## config.mk

```make
export PLATFORM = sky130hd
export DESIGN_NAME = inst_mem_arbiter
export DESIGN_NICKNAME = d
export VERILOG_FILES = /design/src/rtl/inst_mem_arbiter.sv
export SDC_FILE = /design/constraint.sdc
export NUM_CORES = 1
export LEC_CHECK = 0
export CAP_MARGIN = 20
export CORE_MARGIN = 2
export CORE_UTILIZATION = 23
export DETAILED_ROUTE_END_ITERATION = 12
export HOLD_SLACK_MARGIN = 0.15
export PLACE_DENSITY_LB_ADDON = 0.12
export SLEW_MARGIN = 20
export SYNTH_ARGS = -nofsm -noshare
export SYNTH_HDL_FRONTEND = slang
export SYNTH_SLANG_ARGS = --single-unit
export TNS_END_PERCENT = 20
```

## constraint.sdc

```tcl
create_clock -name clk -period 3.3 [get_ports clk]
set_input_delay 0.66 -clock clk [delete_from_list [all_inputs] [get_ports clk]]
set_output_delay 0.66 -clock clk [all_outputs]
set_load 0.01 [all_outputs]
```

## src/rtl/inst_mem_arbiter.sv

```systemverilog
// Round-robin arbiter sharing one instruction memory port among per-core L1 I-caches.
// The grant is held for a whole line fill so beats from different cores never interleave.
module inst_mem_arbiter #(
    parameter int unsigned NUM_PORTS      = 2,
    parameter int unsigned BEATS_PER_LINE = 4
) (
    input  logic                    clk,
    input  logic                    rst,
    input  logic [NUM_PORTS-1:0]    port_req,
    input  logic [32*NUM_PORTS-1:0] port_addr,
    output logic [31:0]             port_rdata,
    output logic [NUM_PORTS-1:0]    port_ready,
    output logic                    mem_req,
    output logic [31:0]             mem_addr,
    input  logic [31:0]             mem_rdata,
    input  logic                    mem_ready,
    output logic                    grant_valid,
    output logic [1:0]              grant_id
);
    localparam int unsigned MAX_PORTS = 4;
    localparam int unsigned ID_W      = 2;
    localparam int unsigned BEAT_W    = (BEATS_PER_LINE > 1) ? $clog2(BEATS_PER_LINE) : 1;
    localparam logic [BEAT_W-1:0] LAST_BEAT = BEAT_W'(BEATS_PER_LINE - 1);

    typedef enum logic {
        IDLE  = 1'b0,
        GRANT = 1'b1
    } state_t;

    state_t            state;
    logic [ID_W-1:0]   owner;
    logic [BEAT_W-1:0] beat_cnt;
    logic [ID_W-1:0]   rr_ptr;

    // Ports widened to the architectural maximum so a 2-bit owner index is always in range
    logic [MAX_PORTS-1:0] req_ext;
    logic [31:0]          addr_ext [MAX_PORTS];

    assign req_ext = MAX_PORTS'(port_req);

    for (genvar g = 0; g < MAX_PORTS; g++) begin : g_addr
        if (g < NUM_PORTS) begin : g_used
            assign addr_ext[g] = port_addr[32*g +: 32];
        end else begin : g_unused
            assign addr_ext[g] = '0;
        end
    end

    logic            owner_req;
    logic [ID_W-1:0] next_ptr;

    assign owner_req = req_ext[owner];
    assign next_ptr  = ID_W'((32'(owner) + 32'd1) % NUM_PORTS);

    // First requester found scanning upward from rr_ptr, wrapping modulo NUM_PORTS
    logic            pick_found;
    logic [ID_W-1:0] pick_id;
    logic [ID_W-1:0] scan_id;

    always_comb begin
        pick_found = 1'b0;
        pick_id    = '0;
        scan_id    = '0;
        for (int unsigned i = 0; i < NUM_PORTS; i++) begin
            scan_id = ID_W'((32'(rr_ptr) + i) % NUM_PORTS);
            if (!pick_found && req_ext[scan_id]) begin
                pick_found = 1'b1;
                pick_id    = scan_id;
            end
        end
    end

    // Control state: arbitration in IDLE, beat counting and release in GRANT
    always_ff @(posedge clk or posedge rst) begin
        if (rst) begin
            state    <= IDLE;
            owner    <= '0;
            beat_cnt <= '0;
            rr_ptr   <= '0;
        end else begin
            case (state)
                IDLE: begin
                    if (pick_found) begin
                        owner    <= pick_id;
                        beat_cnt <= '0;
                        state    <= GRANT;
                    end
                end
                GRANT: begin
                    if (!owner_req) begin
                        // Owner abandoned the line; a ready without a request is ignored
                        rr_ptr   <= next_ptr;
                        beat_cnt <= '0;
                        state    <= IDLE;
                    end else if (mem_ready) begin
                        if (beat_cnt == LAST_BEAT) begin
                            rr_ptr   <= next_ptr;
                            beat_cnt <= '0;
                            state    <= IDLE;
                        end else begin
                            beat_cnt <= beat_cnt + 1'b1;
                        end
                    end
                end
                default: state <= IDLE;
            endcase
        end
    end

    // Memory-side and cache-side outputs; zero outside GRANT to keep X out of the memory model
    always_comb begin
        mem_req     = 1'b0;
        mem_addr    = '0;
        port_rdata  = '0;
        grant_valid = 1'b0;
        grant_id    = '0;
        port_ready  = '0;
        if (state == GRANT) begin
            mem_req     = owner_req;
            mem_addr    = addr_ext[owner];
            port_rdata  = mem_rdata;
            grant_valid = 1'b1;
            grant_id    = owner;
            for (int unsigned i = 0; i < NUM_PORTS; i++) begin
                port_ready[i] = (owner == ID_W'(i)) && owner_req && mem_ready;
            end
        end
    end

    a_ready_onehot: assert property (@(posedge clk) disable iff (rst) $onehot0(port_ready));
    a_ready_needs_req: assert property (@(posedge clk) disable iff (rst) (|port_ready) |-> mem_req);
    a_idle_id_zero: assert property (@(posedge clk) disable iff (rst) !grant_valid |-> (grant_id == '0));

endmodule

```

Word level (Yosys, flattened, before mapping)
Index checks and enable logic that the tools add are counted.
{ "word_totals": {"regBits": 5, "latch_bits": 0, "ramBits": 0, "romBits": 0, "input_bits": 101, "elab_cells": 61, "memories": 0} }
{ "op_classes": {"add_sub_neg": 3, "mul": 0, "n_div": 0, "order_cmp": 4, "n_eq_ne": 6, "shifts": 0, "n_mux": 32, "bitwise": 2, "reduce_logical": 10} }
{ "ops": {"columns": ["cell", "n"], "rows": [
  ["$mux W32", 4],
  ["$bmux W32 S2", 1],
  ["$mux W1", 19],
  ["$mux W2", 5],
  ["$lt A1 B3 Y1 const B", 3],
  ["$logic_and A1 B1 Y1", 5],
  ["$ne A2 B2 Y1 const B", 2],
  ["$pmux W2 S2", 1],
  ["$reduce_and A2 Y1", 2],
  ["$ge A3 B3 Y1 const B", 1],
  ["$ne A3 B3 Y1 const B", 1],
  ["$not A1 Y3", 1],
  ["$reduce_and A3 Y1", 1],
  ["$add A1 B1 Y1 const B", 2],
  ["$add A2 B1 Y2 const B", 1],
  ["$bmux W1 S2", 1],
  ["$eq A2 B2 Y1 const B", 1],
  ["$logic_not A2 Y1", 1],
  ["$ne A2 B1 Y1 const B", 1],
  ["$pmux W1 S2", 1],
  ["$eq A1 B1 Y1 const B", 1],
  ["$logic_not A1 Y1", 1],
  ["$not A1 Y1", 1]
]} }

Longest topological paths before layout
Gate-level depths: netlist of the first run.
{ "depth": {"depth_word": 8, "ltp_mapped": 4, "depth_no_buf": 4} }

Least setup slack after synthesis of the first run
No wires, ideal clock.
{ "synth_path": {"path_type": "input-to-output", "start": "in port_req[0]", "end": "out mem_req", "t_arrival_ns": 1.113, "required_ns": 2.640, "setup_slack_ns": 1.527, "stages": 2, "path_buffers": 0, "cell_sequence": "mux2_4 and2_4"} }
{ "synth_via": {"elab_chain_cells": 3} }
{ "synth_rtl": {"columns": ["item", "line", "text"], "rows": [
  ["start, declared", "9", "input logic [NUM_PORTS-1:0] port_req,"],
  ["$bmux W1 S2", "52", "assign owner_req = req_ext[owner];"],
  ["$mux W1 (not written as such)", "52", null],
  ["$mux W1", "118", "if (state == GRANT) begin"],
  ["end, declared", "13", "output logic mem_req,"]
]} }
No other way between the ends. The select of a mux whose other input is x is not followed.

Worst setup path after layout of the first run
{ "layout_path": {"start": "in port_req[1]", "end": "out mem_req"} }
The elaborated chain is that of the path after synthesis.

==> impl_results.md, run 1 <==
* Final setup TNS at 0 ps
* Core Region at 4090 sq um
* Final Setup Violations at 0
* Clock power frac at 0.066
* Crit path from: port_req[1]
* FP Rows at 23
* Req. time, crit path at 2640 ps
* Internal at 1060 uW
* Worst R2R Start: owner[0]
* GR Layer Usage met1 at 0.188
* Post-DP HPWL at 3900 um
* Top Usage Layer GRT: met2
* Max-cap viol count at 0
* Most frequent cells in the layout: clkdlybuf4s50_1 (169), nor2_1 (34), and2_1 (33)
* Syn Nets at 240
* Grt met2 use at 0.329
* HP Start: beat_cnt[1]
* Seq pwr share at 0.103
* Max-slew headroom at 0.657
* Outcome: complete, no violations
* GRT overflow at 0
* DR WL/cell at 12.7 um
* Initial antenna violation count at 0
* Netlist cell types at 27
* Worst Path Max Fanout at 5
* Fin nets at 406
* Clock Latency Late Sink at 230 ps
* Setup slack, reg-to-reg at 1780 ps
* Place WS at 549 ps
* Max clock buf depth at 2
* Clk root buf: clkbuf_8
* Final Hold Fails at 0
* VDD IR max at 290 uV
* PostCTS Resize Cnt at 0
* Power, Total at 1740 uW
* Port Buffers at 169
* Worst R2R Path Depth at 3
* Synthesized instance count at 138
* P_leak at 0.00118 uW
* Worst setup margin at 545 ps
* Fin crit share at 0.835
* Share of cells above drive strength 1 at 0.0396
* Worst-margin pin slew at 514 ps
* GRT Overall Usage at 0.175
* Routed wire length at 4490 um
* Worst Skew at 3.25 ps
* Crit path capture type: output port
* Tightest Hold Check Type: reg2reg
* Sw power at 685 uW
* CP Launch Type: primary input
* RR Endpoint: beat_cnt[0]
* Syn Area/Cell at 7.19 sq um
* Num CTS Buffers at 3
* Area of the die at 4860 sq um
* Starting Density at 0.243
* Max Slew Vio Count at 0
* Cell Area, Synth at 992 sq um
* Final ANT Viol Nets at 0
* DRC Markers at 0
* CTS Hold Buffers Added at 0
* Fmax at 363 MHz
* Area grow syn2layout at 178%
* Vias in the first global route at 1466
* Min Tclk post-route at 2750 ps
* Crit path capture: mem_req
* Total I/O pin count at 171
* Diode count at 0
* Yosys reg bits at 5
* Layout Cells excl Fill at 353
* Vias per inst at 4.28
* DR iter-0 viols at 24
* P per Cell Area at 631 nW/um^2
* Leading cell type in the layout, fill and taps excluded: clkdlybuf4s50_1
* Placer Congestion at 0.717
* Placed Cells at 349
* Comb power frac at 0.831
* Die width at 69.7 um
* Crit Path Class: in2out
* Unrepaired setup endpoints after global routing: no
* Largest net degree at the start of global routing at 33
* GR Util met3 at 0.0436
* Switching share of power at 0.393
* Clk sinks at 5
* H-tree depth at 1
* DIE HEIGHT at 69.7 um
* TritonCTS clock tree: done
* Total number of vias at 1510
* DRT Pass-1 Iters at 3
* Critical Path AT at 2090 ps
* First-pass GRT wire length at 6960 um
* Seq/Total Area, Yosys at 0.126
* Synth warn at 0
* Clk pin slew, worst setup/hold paths at 40 ps
* Post-CTS setup buffers at 0
critical path, cell delays in order:
cell and delay, ps:
clkdlybuf4s50_1 480, mux2_4 320, and2_4 170, clkdlybuf4s50_1 470
final cells by class:
cell class	instances	area [sq um]
inverters	2	7.51
repair buffers	173	1720
flip-flops and latches	5	126
well taps	50	62.6
fillers	355	1320
multi-input cells	119	800
clock buffers	4	45.0
cells in the mapped netlist, drive strengths merged:
library cell / number / share of area
nand2: 4 / 0.015
and3: 1 / 0.0063
nor3: 1 / 0.0050
clkbuf: 7 / 0.026
a21oi: 2 / 0.014
mux2: 2 / 0.026
dfrtp: 5 / 0.13
a31oi: 1 / 0.0063
and2: 34 / 0.22
inv: 1 / 0.0038
nand4b: 1 / 0.0088
and4b: 1 / 0.010
a2bb2oi: 1 / 0.0088
ha: 1 / 0.013
clkinv: 1 / 0.0038
buf: 5 / 0.034
a22o: 1 / 0.0088
nand3: 1 / 0.0050
mux2i: 32 / 0.32
nand4: 1 / 0.0063
nor2: 34 / 0.13
conb: 1 / 0.0038
per-stage QoR:
step                instance area [sq um]   util  hold slack (ps)
floorplan                             992      -              439
global placement                     2720  0.665              514
detailed placement                   2720  0.665              512
CTS                                  2760  0.676              519
global route                         2760  0.676              562
finish                               2760  0.676              520
cell families after synthesis:
family | after synthesis | share of synthesized area
muxes | 34 | 0.349
buffers and inverters | 14 | 0.0681
AOI/OAI and AO/OA | 5 | 0.0378
adders and majority gates | 1 | 0.0126
and+or+nand+nor | 78 | 0.402
other | 1 | 0.00378
DFF | 5 | 0.126
flip-flops by register name, indices dropped and copies added (netlist names):
| name | cells |
|---|---|
| beat_cnt | 2 |
| owner | 1 |
| rr_ptr | 1 |
| state | 1 |
power groups by stage:
stage | logic (uW) | clock network, uW | registers, uW
floorplan | 739 | 0 | 107
global route | 1560 | 124 | 191
finish | 1450 | 115 | 179
detailed placement | 1470 | 0 | 183
CTS | 1470 | 118 | 182
global placement | 1470 | 0 | 181
worst min-delay path by stage:
stage / end / cells past startpoint / slack (ps)
detailed placement: beat_cnt[1] / 2 / 510
global placement: beat_cnt[1] / 2 / 510
CTS: beat_cnt[1] / 2 / 520
global route: beat_cnt[1] / 2 / 560
finish: beat_cnt[1] / 2 / 520
floorplan: beat_cnt[0] / 1 / 440
routing by layer:
layer / routed length (um) / share of wire
met1: 1640 / 0.36
met2: 2430 / 0.54
met3: 349 / 0.078
met4: 71 / 0.016
met5: 0 / 0
Note: power is estimated with default switching activity, not from simulation.
==> inputs of run 2 (changes only) <==
- CORE_UTILIZATION: 23 -> 21
- clock period: 3.3 -> 2.68 ns (I/O delays scaled with it)
==> run 2 against run 1 <==
Net effect: final area is 0.82% higher; clock-buffer cell count stayed put; die area is 9.0% higher; core utilization is 7.4 points lower; sequential power is 9% lower; wire length is 0.13% lower; hold slack worse by 0.78 ps; global-route usage is 2.0 points lower; non-clock buffer count is 1 lower; critical path depth stayed put.
==> impl_results.md, run 2 (synthesized netlist as in run 1, its figures left out) <==
* CP Launch Type: primary input
* Top cell family by delay on the critical path: buffers and inverters
* Largest net degree at the start of global routing at 40 (+21%)
* Most frequent cells in the layout: clkdlybuf4s50_1 (169), nor2_1 (34), and2_1 (33)
* Cell area after layout at 2790 sq um (+0.82%)
* Fin nets at 405 (-0.25%)
* PostCTS Resize Cnt at 0 (unchanged)
* VDD IR max at 458 uV (+58%)
* Vias per inst at 4.32 (+0.93%)
* Post-DP Area at 2740 sq um (+0.83%)
* DRT Pass-1 Iters at 4 (+1)
* DIE HEIGHT at 72.7 um (+4.4%)
* Post-CTS setup buffers at 0 (unchanged)
* Starting Density at 0.214 (-0.0285)
* GRT Overall Usage at 0.155 (-0.0199)
* Port Buffers at 169 (unchanged)
* GRT overflow at 0 (unchanged)
* CTS Hold Buffers Added at 0 (unchanged)
* Req. time, crit path at 2140 ps (-500 ps)
* FP Rows at 25 (+8.7%)
* Buf+Inv Stages, Crit Path at 2 (unchanged)
* DR iter-0 viols at 44 (+83%)
* Die width at 72.7 um (+4.4%)
* Switching share of power at 0.393 (about the same)
* DRC Markers at 0 (unchanged)
* Critical Path AT at 1980 ps (-110 ps)
* Crit path capture type: output port
* Sw power at 863 uW (+26%)
* Layout Cells excl Fill at 356 (+0.85%)
* Worst setup margin at 160 ps (-386 ps)
* Final setup TNS at 0 ps (unchanged)
* Fill count at 439 (+24%)
* Worst Skew at 1.25 ps (-2.01 ps)
* Vias in the first global route at 1391 (-5.1%)
* Final ANT Viol Nets at 0 (unchanged)
* Routed wire length at 4480 um (-0.13%)
* Top reg by flops: beat_cnt
* Clk sinks at 5 (unchanged)
* Cell mode on critical path: clkdlybuf4s50_1
* CP Cell Sequence: clkdlybuf4s50_1 > mux2_4 > and2_4 > clkdlybuf4s50_1
* Area of the die at 5290 sq um (+9.0%)
* Num CTS Buffers at 3 (unchanged)
* Post-DP HPWL at 3740 um (-4.0%)
* Area grow syn2layout at 181%
* Placer Congestion at 0.736 (+2.8%)
* TritonCTS clock tree: done
* P_leak at 0.00119 uW (+0.35%)
* Worst Path Max Fanout at 5 (unchanged)
* Crit Path Class: in2out
* Max-cap viol count at 0 (unchanged)
* Min Tclk post-route at 2520 ps
* Place WS at 161 ps (-388 ps)
* Diode count at 0 (unchanged)
* H-tree depth at 1 (unchanged)
* Clock Latency Late Sink at 230 ps (about the same)
* Total I/O pin count at 171 (unchanged)
* Comb power frac at 0.860 (+0.029)
* DR WL/cell at 12.6 um (-0.98%)
* Core Region at 4630 sq um (+13%)
* Share of cells above drive strength 1 at 0.0364 (-0.00318)
* Max Slew Vio Count at 0 (unchanged)
* Fin crit share at 0.940
* Clock power frac at 0.066 (about the same)
* Final Setup Violations at 0 (unchanged)
* P per Cell Area at 788 nW/um^2 (+25%)
* Max clock buf depth at 2 (unchanged)
* Outcome: complete, no violations
* Internal at 1330 uW (+26%)
* Tightest Hold Check Type: reg2reg
* Total number of vias at 1537 (+1.8%)
* Slowest CP cell: clkdlybuf4s50_1
* Crit path largest cell delay at 480 ps (about the same)
* Leading cell type in the layout, fill and taps excluded: clkdlybuf4s50_1
* Seq pwr share at 0.074 (-0.029)
* Unrepaired setup endpoints after global routing: no
* Max reg flops at 2 (unchanged)
* Final Hold Fails at 0 (unchanged)
* Clk root buf: clkbuf_8
* Fmax at 397 MHz
* Initial antenna violation count at 0 (unchanged)
* First-pass GRT wire length at 6670 um (-4.2%)
* Placed Cells at 352 (+0.86%)
* Fin util at 0.602 (-0.0744)
* Clk pin slew, worst setup/hold paths at 40 ps (about the same)
-- run 2: cell types whose count changed in the layout (fill, tap and decap cells not counted), sizes merged --
cell and delta:
buf -1
-- run 2: power by group through the flow --
stage | Sequential [uW] | Combinational [uW] | Clock (uW)
floorplan | 132 | 910 | 0
global placement | 165 | 1900 | 0
detailed placement | 166 | 1900 | 0
CTS | 165 | 1910 | 149
global route | 171 | 2020 | 152
finish | 163 | 1890 | 145
-- run 2: path summary, 6_finish.rpt --
path	start	depth (start not counted)	slack, ps	to
worst max-delay path	port_req[1]	4	160	mem_req
worst min-delay path	beat_cnt[1]	2	520	beat_cnt[1]
worst max register to register	owner[0]	3	1320	beat_cnt[0]
worst min register to register	beat_cnt[1]	2	520	beat_cnt[1]
max in group asynchronous	rst	2	1960	owner[0]
min in group asynchronous	rst	2	530	beat_cnt[0]
-- run 2: layout make-up --
type                            count  area (sq um)  area share
Sequential cell                     5           126      0.0454
Inverter                            2          7.51     0.00270
Multi-Input combinational cell    119           800       0.287
Tap cell                           54          67.6      0.0243
Timing Repair Buffer              172          1740       0.624
Clock buffer                        4          45.0      0.0162
-- run 2: tightest hold or removal path: stages (launching register included) --
cell and delay, ps:
dfrtp_1 360, nand2_1 60, nand3_1 60
-- run 2: per-stage QoR --
stage                     total power, uW  hold WS [ps]
after global routing                 2340           545
after CTS                            2220           516
final                                2200           519
after floorplan                      1040           315
after global placement               2070           504
after detailed placement             2070           508
-- run 2: routing by layer --
metal / GRT usage / wire, um
met1: 0.188 / 1770
met2: 0.283 / 2380
met3: 0.0249 / 288
met4: 0.0412 / 44
met5: 0 / 0
==> inputs of run 3 (changes only) <==
- CTS_CLUSTER_SIZE: not set -> 8
==> results of run 3 <==
No change in the layout: final DEF, timing and power equal those of run 2.
